[config.mk]
export PLATFORM = sky130hd
export DESIGN_NAME = mem_req_issue
export DESIGN_NICKNAME = d
export VERILOG_FILES = /design/src/rtl/mem_req_issue.sv
export SDC_FILE = /design/constraint.sdc
export NUM_CORES = 1
export LEC_CHECK = 0
export CAP_MARGIN = 10
export CORE_ASPECT_RATIO = 1.5
export CORE_MARGIN = 2
export CORE_UTILIZATION = 25
export DETAILED_ROUTE_END_ITERATION = 10
export DONT_BUFFER_PORTS = 1
export GPL_TIMING_DRIVEN = 0
export MAX_ROUTING_LAYER = met4
export PLACE_DENSITY = 0.5
export SLEW_MARGIN = 30
export SYNTH_ARGS = -nofsm -noshare
export SYNTH_HDL_FRONTEND = slang
export SYNTH_SLANG_ARGS = --single-unit
[constraint.sdc]
create_clock -name clk -period 3.7 [get_ports clk]
set_clock_uncertainty 0.1 [all_clocks]
set_input_delay 0 -clock clk [delete_from_list [all_inputs] [get_ports clk]]
set_output_delay 0 -clock clk [all_outputs]
set_load 0.05 [all_outputs]
[src/rtl/mem_req_issue.sv]
// rtl/mem_req_issue.sv - memory request issue stage with in-order response queue
//
// Purpose:
//    Turns execute-stage load/store ops into bus requests and keeps a small
//    in-order queue of outstanding ops, so that bus responses can be matched
//    back to their destination tag and the load data extended correctly.
//    Misaligned ops never reach the bus. They report an alignment exception
//    once all older responses have drained. A flush cancels every
//    outstanding entry. Cancelled entries still consume their bus response,
//    but they produce no resp_valid.
//
// Ports:
//    clk, resetn                   clock, synchronous active-low reset
//    in_valid/in_ready             execute-stage op handshake
//    in_we, in_size, in_unsigned   op kind, access size (log2 bytes), zero-extend
//    in_addr, in_wdata, in_tag     address, LSB-aligned store data, destination tag
//    flush                         pipeline flush
//    req, wr, size, wstrb,
//    addr, wdata                   bus request channel
//    addr_ok                       bus accepted the request
//    data_ok, rdata                bus response for the oldest request
//    resp_valid, resp_tag,
//    resp_data, resp_ale           registered response to the pipeline
//    busy                          queue non-empty
module mem_req_issue #(
   parameter int ADDR_W = 32,
   parameter int DATA_W = 32,
   parameter int DEPTH  = 4,
   parameter int TAG_W  = 5
) (
   input  logic                clk,
   input  logic                resetn,
   input  logic                in_valid,
   output logic                in_ready,
   input  logic                in_we,
   input  logic [1:0]          in_size,
   input  logic                in_unsigned,
   input  logic [ADDR_W-1:0]   in_addr,
   input  logic [DATA_W-1:0]   in_wdata,
   input  logic [TAG_W-1:0]    in_tag,
   input  logic                flush,
   output logic                req,
   output logic                wr,
   output logic [1:0]          size,
   output logic [DATA_W/8-1:0] wstrb,
   output logic [ADDR_W-1:0]   addr,
   output logic [DATA_W-1:0]   wdata,
   input  logic                addr_ok,
   input  logic                data_ok,
   input  logic [DATA_W-1:0]   rdata,
   output logic                resp_valid,
   output logic [TAG_W-1:0]    resp_tag,
   output logic [DATA_W-1:0]   resp_data,
   output logic                resp_ale,
   output logic                busy
);

   localparam int STRB_W = DATA_W / 8;
   localparam int OFF_W  = $clog2(STRB_W);
   localparam int PTR_W  = $clog2(DEPTH);
   localparam int CNT_W  = PTR_W + 1;

   // queue state
   logic [CNT_W-1:0]  count_q;
   logic [PTR_W-1:0]  wptr_q;
   logic [PTR_W-1:0]  rptr_q;
   logic [DEPTH-1:0]  cancel_q;
   logic [DEPTH-1:0]  cancel_d;
   logic [DEPTH-1:0]  live;
   logic [TAG_W-1:0]  tag_q    [DEPTH];
   logic [1:0]        size_q   [DEPTH];
   logic              uns_q    [DEPTH];
   logic              we_q     [DEPTH];
   logic [OFF_W-1:0]  off_q    [DEPTH];

   // response registers
   logic              resp_valid_q;
   logic [TAG_W-1:0]  resp_tag_q;
   logic [DATA_W-1:0] resp_data_q;
   logic              resp_ale_q;

   logic [OFF_W-1:0]  off;
   logic              ale;
   logic              empty;
   logic              full;
   logic              push;
   logic              pop;
   logic              ale_take;
   logic              head_cancel;
   logic [STRB_W-1:0] mask;
   logic [DATA_W-1:0] shifted;
   logic [DATA_W-1:0] keep;
   logic              sgn;
   logic [DATA_W-1:0] ld_data;

   assign off   = in_addr[OFF_W-1:0];
   assign empty = (count_q == '0);
   assign full  = (count_q == CNT_W'(DEPTH));

   // Alignment check. Without a 64-bit bus a dword access can never be legal.
   always_comb begin
      ale = 1'b0;
      case (in_size)
         2'd0:    ale = 1'b0;
         2'd1:    ale = in_addr[0];
         2'd2:    ale = |in_addr[1:0];
         default: ale = (DATA_W == 32) ? 1'b1 : |in_addr[2:0];
      endcase
   end

   // Only pops that the queue honours count as freeing a slot. A response
   // arriving while the queue is full frees the head slot in time for a
   // new request to issue in the same cycle.
   assign pop      = data_ok & ~empty;
   assign req      = resetn & in_valid & ~ale & ~flush & (~full | pop);
   assign push     = req & addr_ok;
   // A misaligned op waits for an empty queue so its exception cannot
   // overtake older responses.
   assign ale_take = resetn & in_valid & ale & ~flush & empty;
   assign in_ready = push | ale_take;

   assign wr   = in_we;
   assign size = in_size;
   assign addr = in_addr;
   assign busy = ~empty;

   // Store data replicated so every byte lane carries the right bytes.
   always_comb begin
      wdata = in_wdata;
      case (in_size)
         2'd0:    wdata = {STRB_W{in_wdata[7:0]}};
         2'd1:    wdata = {(STRB_W/2){in_wdata[15:0]}};
         2'd2:    wdata = {(STRB_W/4){in_wdata[31:0]}};
         default: wdata = in_wdata;
      endcase
   end

   always_comb begin
      mask = '1;
      case (in_size)
         2'd0:    mask = STRB_W'(1);
         2'd1:    mask = STRB_W'(3);
         2'd2:    mask = STRB_W'(15);
         default: mask = '1;
      endcase
      wstrb = in_we ? (mask << off) : '0;
   end

   // An entry is live when its distance from the read pointer is below count.
   always_comb begin
      for (int i = 0; i < DEPTH; i++) begin
         live[i] = ({1'b0, PTR_W'(PTR_W'(i) - rptr_q)} < count_q);
      end
   end

   always_comb begin
      cancel_d = cancel_q;
      if (flush) begin
         cancel_d = cancel_q | live;
      end
      if (push) begin
         cancel_d[wptr_q] = flush;
      end
   end

   // A flush in the cycle of the pop also suppresses the head's response.
   assign head_cancel = cancel_q[rptr_q] | flush;

   // Load extraction: shift the addressed lane down, keep the access width,
   // then fill the upper bits with zero or the sign bit.
   assign shifted = rdata >> {off_q[rptr_q], 3'b000};

   always_comb begin
      keep = '1;
      sgn  = shifted[DATA_W-1];
      case (size_q[rptr_q])
         2'd0: begin
            keep = DATA_W'(64'hFF);
            sgn  = shifted[7];
         end
         2'd1: begin
            keep = DATA_W'(64'hFFFF);
            sgn  = shifted[15];
         end
         2'd2: begin
            keep = DATA_W'(64'hFFFF_FFFF);
            sgn  = shifted[31];
         end
         default: begin
            keep = '1;
            sgn  = shifted[DATA_W-1];
         end
      endcase
      ld_data = (shifted & keep) | ((~uns_q[rptr_q] & sgn) ? ~keep : '0);
   end

   always_ff @(posedge clk) begin
      if (!resetn) begin
         count_q      <= '0;
         wptr_q       <= '0;
         rptr_q       <= '0;
         cancel_q     <= '0;
         resp_valid_q <= 1'b0;
         resp_tag_q   <= '0;
         resp_data_q  <= '0;
         resp_ale_q   <= 1'b0;
      end else begin
         count_q  <= count_q + CNT_W'(push) - CNT_W'(pop);
         cancel_q <= cancel_d;
         if (push) begin
            wptr_q <= wptr_q + PTR_W'(1);
         end
         if (pop) begin
            rptr_q <= rptr_q + PTR_W'(1);
         end
         resp_valid_q <= ale_take | (pop & ~head_cancel);
         resp_ale_q   <= ale_take;
         if (ale_take) begin
            resp_tag_q  <= in_tag;
            resp_data_q <= '0;
         end else if (pop & ~head_cancel) begin
            resp_tag_q  <= tag_q[rptr_q];
            resp_data_q <= we_q[rptr_q] ? '0 : ld_data;
         end
      end
   end

   // Entry payload needs no reset: a slot is only read after being pushed.
   always_ff @(posedge clk) begin
      if (push) begin
         tag_q[wptr_q]  <= in_tag;
         size_q[wptr_q] <= in_size;
         uns_q[wptr_q]  <= in_unsigned;
         we_q[wptr_q]   <= in_we;
         off_q[wptr_q]  <= off;
      end
   end

   assign resp_valid = resp_valid_q;
   assign resp_tag   = resp_tag_q;
   assign resp_data  = resp_data_q;
   assign resp_ale   = resp_ale_q;

endmodule

-- Yosys cells after proc, flatten, opt, wreduce, memory -nomap -nowiden
Memories as Yosys holds them, arrays and structs flattened. A register that Yosys moved wholly into a read port is not among the register bits.
Cells that the tools add are included.
- word-level logic and storage cells: 96
- output and inout bits: 113
- memories kept: 5
- input port bits: 111
- bits in registers: 50
- bits in writable memories: 44
- bitwise operators: 26
- shift-type cells: 2
- multiplexer cells: 29
- reduce and logical (&&, ||, !) cells: 7
- $add $sub $neg: 8
- order comparisons: 7
- equality and inequality tests: 4
- memory list (name ; depth ; bits a word ; rd ports ; clocked after memory_dff ; wr ports ; RTL line ; source):
    tag_q ; 4 ; 5 ; 1 ; 1 ; 1 ; 70 ; logic [TAG_W-1:0] tag_q [DEPTH];
    off_q ; 4 ; 2 ; 1 ; 1 ; 1 ; 74 ; logic [OFF_W-1:0] off_q [DEPTH];
    size_q ; 4 ; 2 ; 1 ; 1 ; 1 ; 71 ; logic [1:0] size_q [DEPTH];
    uns_q ; 4 ; 1 ; 1 ; 1 ; 1 ; 72 ; logic uns_q [DEPTH];
    we_q ; 4 ; 1 ; 1 ; 1 ; 1 ; 73 ; logic we_q [DEPTH];
- operators by type and width (kind ; number):
    $pmux 32 s2 ; 2
    $mux 32 ; 2
    $and 32x32->32 ; 1
    $not 32->32 ; 1
    $or 32x32->32 ; 1
    $shr 32x5->32 ; 1
    $mux 2 ; 10
    $lt 2x3->1 ; 4
    $mux 4 ; 3
    $and 1x1->1 ; 11
    $mux 5 ; 2
    $pmux 4 s2 ; 1
    $not 1->1 ; 7
    $lt 2x3->1 const B ; 2
    $add 2x1->2 const B ; 2
    $bwmux 4 ; 1
    $eq 2x1->1 const B ; 2
    $logic_not 2->1 ; 2
    $mux 1 ; 4
    $or 1x1->1 ; 4
    $or 4x4->4 ; 1
    $reduce_or 2->1 ; 2
    $shl 4x2->4 ; 1
    $sub 1x2->2 const A ; 2
    13 further kinds ; 14

-- Longest topological paths before layout
Gate-level depths: netlist (run 1).
- depth after elaboration: 9
- mapped depth: 12
- gate-level depth less buffers: 11

-- Least setup slack after synthesis (run 1)
Ideal clock, no wire load.
- path kind: register to register
- start point: reg count_q[2]
- end point: reg count_q[2]
- period minus slack after synthesis: 3583 ps
- data arrival time: 3368 ps
- data required time: 3485 ps
- path buffers: 0
- slack: 117 ps
- stages on the path, launching flop included: 12
- setup time: 115 ps
- cells stage by stage: dfxtp_1 nor4b_1 a211oi_1 and2_0 inv_1 ha_1 inv_1 ha_1 inv_1 fa_1 xnor2_1 and2_1
- word-level cells in the longest chain between the ends: 8
- elaborated cells between the ends (all ways): 10
- those cells by class: add/sub (2); eq/ne (1); bitwise (6); reduce/logical (1)
- ends and longest elaborated chain (item ; RTL line ; source):
    start, declared ; 64 ; logic [CNT_W-1:0] count_q;
    start signal, assigned ; 208 ; count_q <= count_q + CNT_W'(push) - CNT_W'(pop);
    $logic_not 3->1 ; 97 ; assign empty = (count_q == '0);
    $not 1->1 ; 114 ; assign pop = data_ok & ~empty;
    $and 1x1->1 ; 114 ;
    $or 1x1->1 * ; 115 ; assign req = resetn & in_valid & ~ale & ~flush & (~full | pop);
    $and 1x1->1 * ; 115 ;
    net req ; 42 ; output logic req,
    $and 1x1->1 * ; 116 ; assign push = req & addr_ok;
    $add 3x1->3 * ; 208 ;
    $sub 3x1->3 * ; 208 ;
The timed path passes the listed nets; every way through them passes the cells marked *.
A chain may end at the register's enable or synchronous reset.

==> results.tsv, run 1 <==
stage	metric	value	unit
timing	fmaxAchievable	0.303	GHz
placed_design	gp_congestion	0.813	
clocking	postCtsSetupBuffers	0	
finish	final_nets	649	
timing	holdWs	0.00423	ns
global_route	overflow	0	
synthesis	ys_seq_area_share	46.1	%
finish	final_cells	796	
synthesis	synthFlopType	dfxtp_1	
routing	antenna_left	0	
synthesis	yosysWarnings	0	
hold_path	worstHoldPathCells	1	
clocking	numCtsBuffers	9	
routing	routed_wl	14.5	mm
pwr	p_leak	2.42	nW
die	dieArea	0.0217	mm²
pwr	power_density	587	mW/mm²
clocking	clock_latency	0.35	ns
die	coreArea	0.0203	mm²
run_status	status	finished clean	
routing	via_per_inst	4.85	
placed_design	detailed_place_hpwl	11.1	mm
worst_setup_path	critPathCaptureType	flip-flop	
worst_setup_path	startpoint_type	flip-flop	
worst_setup_path	worstSetupPathType	reg2reg	
routing	drtPass1Iterations	4	
finish	drive_gt1_share	20.9	%
die	io_pins	224	
clocking	clkSlewWorstSetupHoldPaths	0.07	ns
global_route	gr-usage-all-layers	13.2	%
synthesis	ys_types	52	
synthesis	synth_area_per_cell	11.0	µm²
routing	wl_per_cell	18.2	µm
timing	finalSetupViolCount	0	
timing	worstMarginPinSlew	1.00	ns
clocking	clock-sinks	96	
run	max_cap_viol_count	0	
die	die_x	121	µm
placed_design	place_area	0.00549	mm²
routing	vias	3862	
placed_design	dp_cells	733	
global_route	grt_pass1_vias	3919	
timing	drv_slew	0	
placed_design	place_ws	0.430	ns
worst_setup_path	crit_arrival	3.43	ns
pwr	power	3.68	mW
timing	rsz0062_at_grt	false	
placed_design	port_buffers	0	
worst_setup_path	cp_data_required_time	3.83	ns
synthesis	ys_ff_latch	96	
global_route	grt_first_pass_wirelength	21.5	mm
pwr	vdd_drop_max	266	µV
global_route	antenna_found_initial	0	
hold_path	hold_path_class	in2out	
die	die_y	179	µm
synthesis	synth_edf_count	44	
worst_setup_path	worst_r2r_path_depth	9	
clocking	cts_root_buffer	clkbuf_16	
global_route	grt_max_degree	19	
finish	syn_to_final_growth	22.4	%
clocking	cts_tree	built	
timing	finalHoldViolations	0	
synthesis	syn_nets	590	
timing	layout_setup_ws	0.403	ns
synthesis	syn_area	0.00513	mm²
timing	relSlewSlack	32.8	%
synthesis	synthArstFlopShare	0	%
timing	period_share	89.1	%
clocking	ctsResizeCount	0	
finish	diodes	0	
routing	drc_errors	0	
synthesis	syn_inst	468	
clocking	clock_path_buffers	2	
die	start_util	25.3	%
finish	postLayoutCellArea	0.00627	mm²
routing	drt_iter0_markers	192	
clocking	h-tree-depth	3	
die	num_rows	64	
worst_setup_path	worst-path-max-fanout	10	
timing	fin_crit	3.30	ns
## worst max-delay path, cell delays in order (launching register included)
cell,delay (ns)
dfxtp_1,0.38
buf_1,0.39
mux4_2,0.31
clkbuf_1,0.42
buf_2,0.40
mux2i_1,0.32
nor2_1,0.08
a21oi_1,0.14
dlygate4sd3_1,0.57
o21ai_0,0.07
## cells in the final DEF (no fill, tap or decap), types with 6 or more instances in the layout
cell            n
mux4_2         12
nor2_1         10
clkbuf_16       9
clkbuf_1       14
mux2i_1        34
edfxtp_1       44
a21oi_1        17
inv_1          16
o21ai_0        27
and2_1         11
xnor2_1         6
buf_4          44
ha_1           10
dfxtp_1        52
nand2_1        42
mux2_2         24
o21ai_1         9
a21o_1          9
dlygate4sd3_1  47
## through the flow
step	setup TNS (ns)	util, %
2_1_floorplan	0	-
3_3_place_gp	-0.809	26.9
3_5_place_dp	0	27.1
4_1_cts	0	31.0
5_1_grt	0	31.0
6_report	0	31.0
## path summary, 6_finish.rpt
path	start	endpoint	slack, ns
worst max-delay path	flip-flop	resp_data[5]$_SDFFE_PP0P_	0.40
worst min-delay path	in_addr[1]	wstrb[1]	0.004
worst max register to register	flip-flop	resp_data[5]$_SDFFE_PP0P_	0.40
worst min register to register	cancel_q[3]$_SDFF_PN0_	cancel_q[3]$_SDFF_PN0_	0.38
## cell families (layout without fill, tap and decap cells)
| family | after synthesis | in the layout | share of synthesized area [%] |
|---|---|---|---|
| flip-flops | 96 | 96 | 46.1 |
| XOR/XNOR | 6 | 6 | 1.02 |
| multiplexers | 70 | 70 | 17.2 |
| AND/OR/NAND/NOR | 101 | 101 | 10.1 |
| AO/OA/AOI/OAI | 99 | 99 | 12.9 |
| adder cells (fa/ha/maj) | 11 | 11 | 2.83 |
| buffers and inverters | 85 | 149 | 9.86 |
## repair_timing
item / in CTS / in global routing
hold buffers: 47 / 0
endpoints found under the hold margin: 86 / 0
setup endpoints to repair: 0 / 0
## final cells by class
cell class,count,area (µm²)
multi-input cells,287,2280
clock buffers,9,225
well taps,264,330
clock inverters,7,87.6
plain buffers,69,445
inverters,16,60.1
fillers,2057,14000
flip-flops and latches,96,2360
repair buffers,48,482
## synth_stat cells (all sizes together) (9+ instances only)
| cell type | instances | area (µm²) |
|---|---|---|
| buf | 55 | 393 |
| dfxtp | 52 | 1040 |
| edfxtp | 44 | 1320 |
| nand2 | 42 | 158 |
| o21ai | 36 | 180 |
| mux2i | 34 | 340 |
| mux2 | 24 | 270 |
| a21oi | 17 | 85.1 |
| inv | 16 | 60.1 |
| clkbuf | 14 | 52.6 |
| and2 | 13 | 81.3 |
| mux4 | 12 | 270 |
| ha | 10 | 125 |
| nor2 | 10 | 37.5 |
| a21o | 9 | 67.6 |
## where the power goes
group	internal (mW)	switching (mW)	total (mW)
logic	0.544	0.774	1.32
clock network	0.541	0.432	0.973
registers	1.19	0.201	1.39
total	2.28	1.41	3.68
## sequential cells by signal, summed over array words and instances, names as in the netlist, named ones only
| signal | cells |
|---|---|
| resp_ale | 1 |
| wptr_q | 2 |
| off_q | 8 |
| size_q | 8 |
| resp_valid | 1 |
| cancel_q | 4 |
| tag_q | 20 |
| uns_q | 4 |
| resp_tag | 5 |
| resp_data | 32 |
| we_q | 4 |
| count_q | 3 |
| rptr_q | 2 |
## metal layers
layer,GRT usage (%),vias to the layer above,wire length [µm]
li1,-,1778,-
met1,13.4,1874,5280
met2,24.7,191,7980
met3,3.11,19,1000
met4,3.81,0,235
met5,-,-,0
No activity file was read; power rests on OpenSTA's default activity.
==> run 2: changes to the inputs <==
Settings changed: PLACE_DENSITY 0.5 to default, REMOVE_ABC_BUFFERS from default to 1.
==> results.tsv, run 2 (synthesized netlist as in run 1, its figures left out) <==
stage	metric	value	unit	change
run_status	status	finished clean		
worst_setup_path	worst-path-max-fanout	21		+11
worst_setup_path	crit_chain	mux4_2 > nand4bb_4 > or3b_1 > a311oi_2 > and2_1 > a221o_1		
timing	worstMarginPinSlew	1.02	ns	+0.0147 ns
pwr	power_density	575	mW/mm²	-2.0%
global_route	overflow	0		unchanged
worst_setup_path	crit_arrival	3.54	ns	+0.11 ns
die	die_x	121	µm	unchanged
clocking	clock-sinks	96		unchanged
clocking	postCtsSetupBuffers	0		unchanged
die	num_rows	64		unchanged
placed_design	detailed_place_hpwl	9.73	mm	-12%
finish	mostFrequentLayoutCells	dlygate4sd3_1 (91), dfxtp_1 (51), edfxtp_1 (44)		
die	die_y	179	µm	unchanged
finish	fillers	2008		-2.4%
clocking	h-tree-depth	3		unchanged
pwr	vdd_drop_max	242	µV	-9.1%
hold_path	worstHoldPathCells	1		unchanged
routing	drc_errors	0		unchanged
finish	largest_register_ffs	32		unchanged
timing	finalHoldViolations	0		unchanged
finish	regArea	0.00236	mm²	about the same
global_route	gr-usage-all-layers	13.4	%	+0.17 points
clocking	cts_root_buffer	clkbuf_16		
worst_setup_path	critPathCaptureType	flip-flop		
routing	via_per_inst	4.85		about the same
placed_design	gp_congestion	0.857		+5.4%
die	dieArea	0.0217	mm²	unchanged
pwr	power	3.61	mW	-1.9%
routing	antenna_left	0		unchanged
timing	fin_crit	3.36	ns	+0.0615 ns
hold_path	hold_path_class	in2out		
worst_setup_path	worst_r2r_path_depth	6		-3
die	start_util	25.3	%	unchanged
worst_setup_path	reg2reg_slack	0.34	ns	-0.06 ns
finish	multiInputGateArea	0.00230	mm²	+0.93%
clocking	cts_tree	built		
global_route	antenna_found_initial	0		unchanged
routing	wl_per_cell	19.0	µm	+4.4%
finish	final_common_cell	dlygate4sd3_1		
worst_setup_path	worstSetupPathType	reg2reg		
run	max_cap_viol_count	0		unchanged
clocking	numCtsBuffers	9		unchanged
worst_setup_path	cp_slowest_cell	or3b_1		
worst_setup_path	timing.rr.start	rptr_q[0]$_SDFFE_PN0P_		
die	io_pins	224		unchanged
global_route	grt_max_degree	30		+11
placed_design	port_buffers	0		unchanged
finish	syn_to_final_growth	22.5	%	
finish	final_nets	624		-3.9%
worst_setup_path	max_stage_delay	0.64	ns	+0.07 ns
timing	relSlewSlack	31.8	%	-0.99 points
pwr	p_leak	2.33	nW	-3.9%
finish	drive_gt1_share	12.4	%	-8.4 points
hold_path	whs_endpoint	wstrb[1]		
clocking	clock_latency	0.35	ns	about the same
timing	period_share	90.8	%	+1.7 points
finish	final_util	31.0	%	+0.043 points
timing	tns	0	ns	unchanged
global_route	grt_pass1_vias	3856		-1.6%
worst_setup_path	cp_data_required_time	3.89	ns	+0.06 ns
clocking	clock_path_buffers	2		unchanged
hold_path	hold_path.startpoint	in_addr[1]		
timing	fmaxAchievable	0.298	GHz	-1.8%
die	coreArea	0.0203	mm²	unchanged
global_route	grt_first_pass_wirelength	21.7	mm	+1.2%
timing	drv_slew	0		unchanged
finish	diodes	0		unchanged
timing	finalSetupViolCount	0		unchanged
timing	rsz0062_at_grt	false		
clocking	clkSlewWorstSetupHoldPaths	0.08	ns	about the same
routing	drt_iter0_markers	194		+1.0%
routing	vias	3740		-3.2%
worst_setup_path	startpoint_type	flip-flop		
worst_setup_path	reg2reg_to	resp_data[26]$_SDFFE_PP0P_		
routing	drtPass1Iterations	4		unchanged
routing	routed_wl	14.7	mm	+1.1%
-- run 2: changes by cell type in the layout (fill, tap and decap cells not counted), moves of 2 or more --
| cell | before | now |
|---|---|---|
| clkinv_8 | 0 | 2 |
| clkinvlp_4 | 0 | 2 |
| inv_6 | 2 | 0 |
| buf_1 | 4 | 0 |
| buf_2 | 5 | 0 |
| buf_4 | 44 | 0 |
| buf_6 | 3 | 1 |
| dlygate4sd3_1 | 47 | 91 |
| clkbuf_1 | 14 | 0 |
-- run 2: where the power goes --
group | switching, mW | internal, mW | leakage, nW | total, mW
clock network | 0.456 | 0.478 | 0.141 | 0.935
registers | 0.257 | 1.19 | 0.818 | 1.45
logic | 0.699 | 0.530 | 1.37 | 1.23
total | 1.41 | 2.20 | 2.33 | 3.61
-- run 2: worst max-delay path: cells and delay by family, from the launching register on --
family / cells / cell delay (ns)
and+or+nand+nor: 3 / 1.64
muxes: 1 / 0.56
DFF: 1 / 0.50
AOI/OAI and AO/OA: 2 / 0.47
-- run 2: worst max path at each step --
stage | start | cells past startpoint | slack, ns | endpoint
final | rptr_q[0]$_SDFFE_PN0P_ | 6 | 0.34 | resp_data[26]$_SDFFE_PP0P_
after detailed placement | rptr_q[0]$_SDFFE_PN0P_ | 6 | 0.04 | resp_data[26]$_SDFFE_PP0P_
after floorplan | count_q[2]$_SDFF_PN0_ | 11 | 0.12 | count_q[2]$_SDFF_PN0_
after CTS | rptr_q[0]$_SDFFE_PN0P_ | 6 | 0.01 | resp_data[26]$_SDFFE_PP0P_
after global routing | rptr_q[0]$_SDFFE_PN0P_ | 6 | 0.16 | resp_data[30]$_SDFFE_PP0P_
after global placement | count_q[2]$_SDFF_PN0_ | 11 | -0.30 | count_q[2]$_SDFF_PN0_
-- run 2: layout make-up --
class	instances	share of cell area, %
inverters	16	0.956
flip-flops and latches	96	37.6
multi-input cells	287	36.7
repair buffers	92	14.7
well taps	264	5.26
clock inverters	7	1.25
clock buffers	9	3.58
-- run 2: repair_timing --
| action | in CTS | in global routing |
|---|---|---|
| setup endpoints to repair | 0 | 15 |
| hold buffers | 91 | 0 |
| endpoints found under the hold margin | 138 | 0 |
| gates resized for setup | 0 | 1 |
-- run 2: layer usage --
layer	up-vias	part of all wire, %	GRT usage (%)
li1	1723	-	-
met1	1776	38	14.4
met2	219	51	23.1
met3	22	9.3	4.35
met4	0	1.9	4.00
met5	-	0	-
-- run 2: through the flow --
stage          setup slack (ns)  cells  hold slack [ns]  instance area (µm²)
4_1_cts                  0.0120    771          0.00277                 6270
2_1_floorplan             0.117    399           -0.100                 4680
3_5_place_dp             0.0409    664          -0.0994                 5060
5_1_grt                   0.164    771          0.00738                 6280
6_report                  0.342    771          0.00563                 6280
3_3_place_gp             -0.296    663          -0.0994                 5010
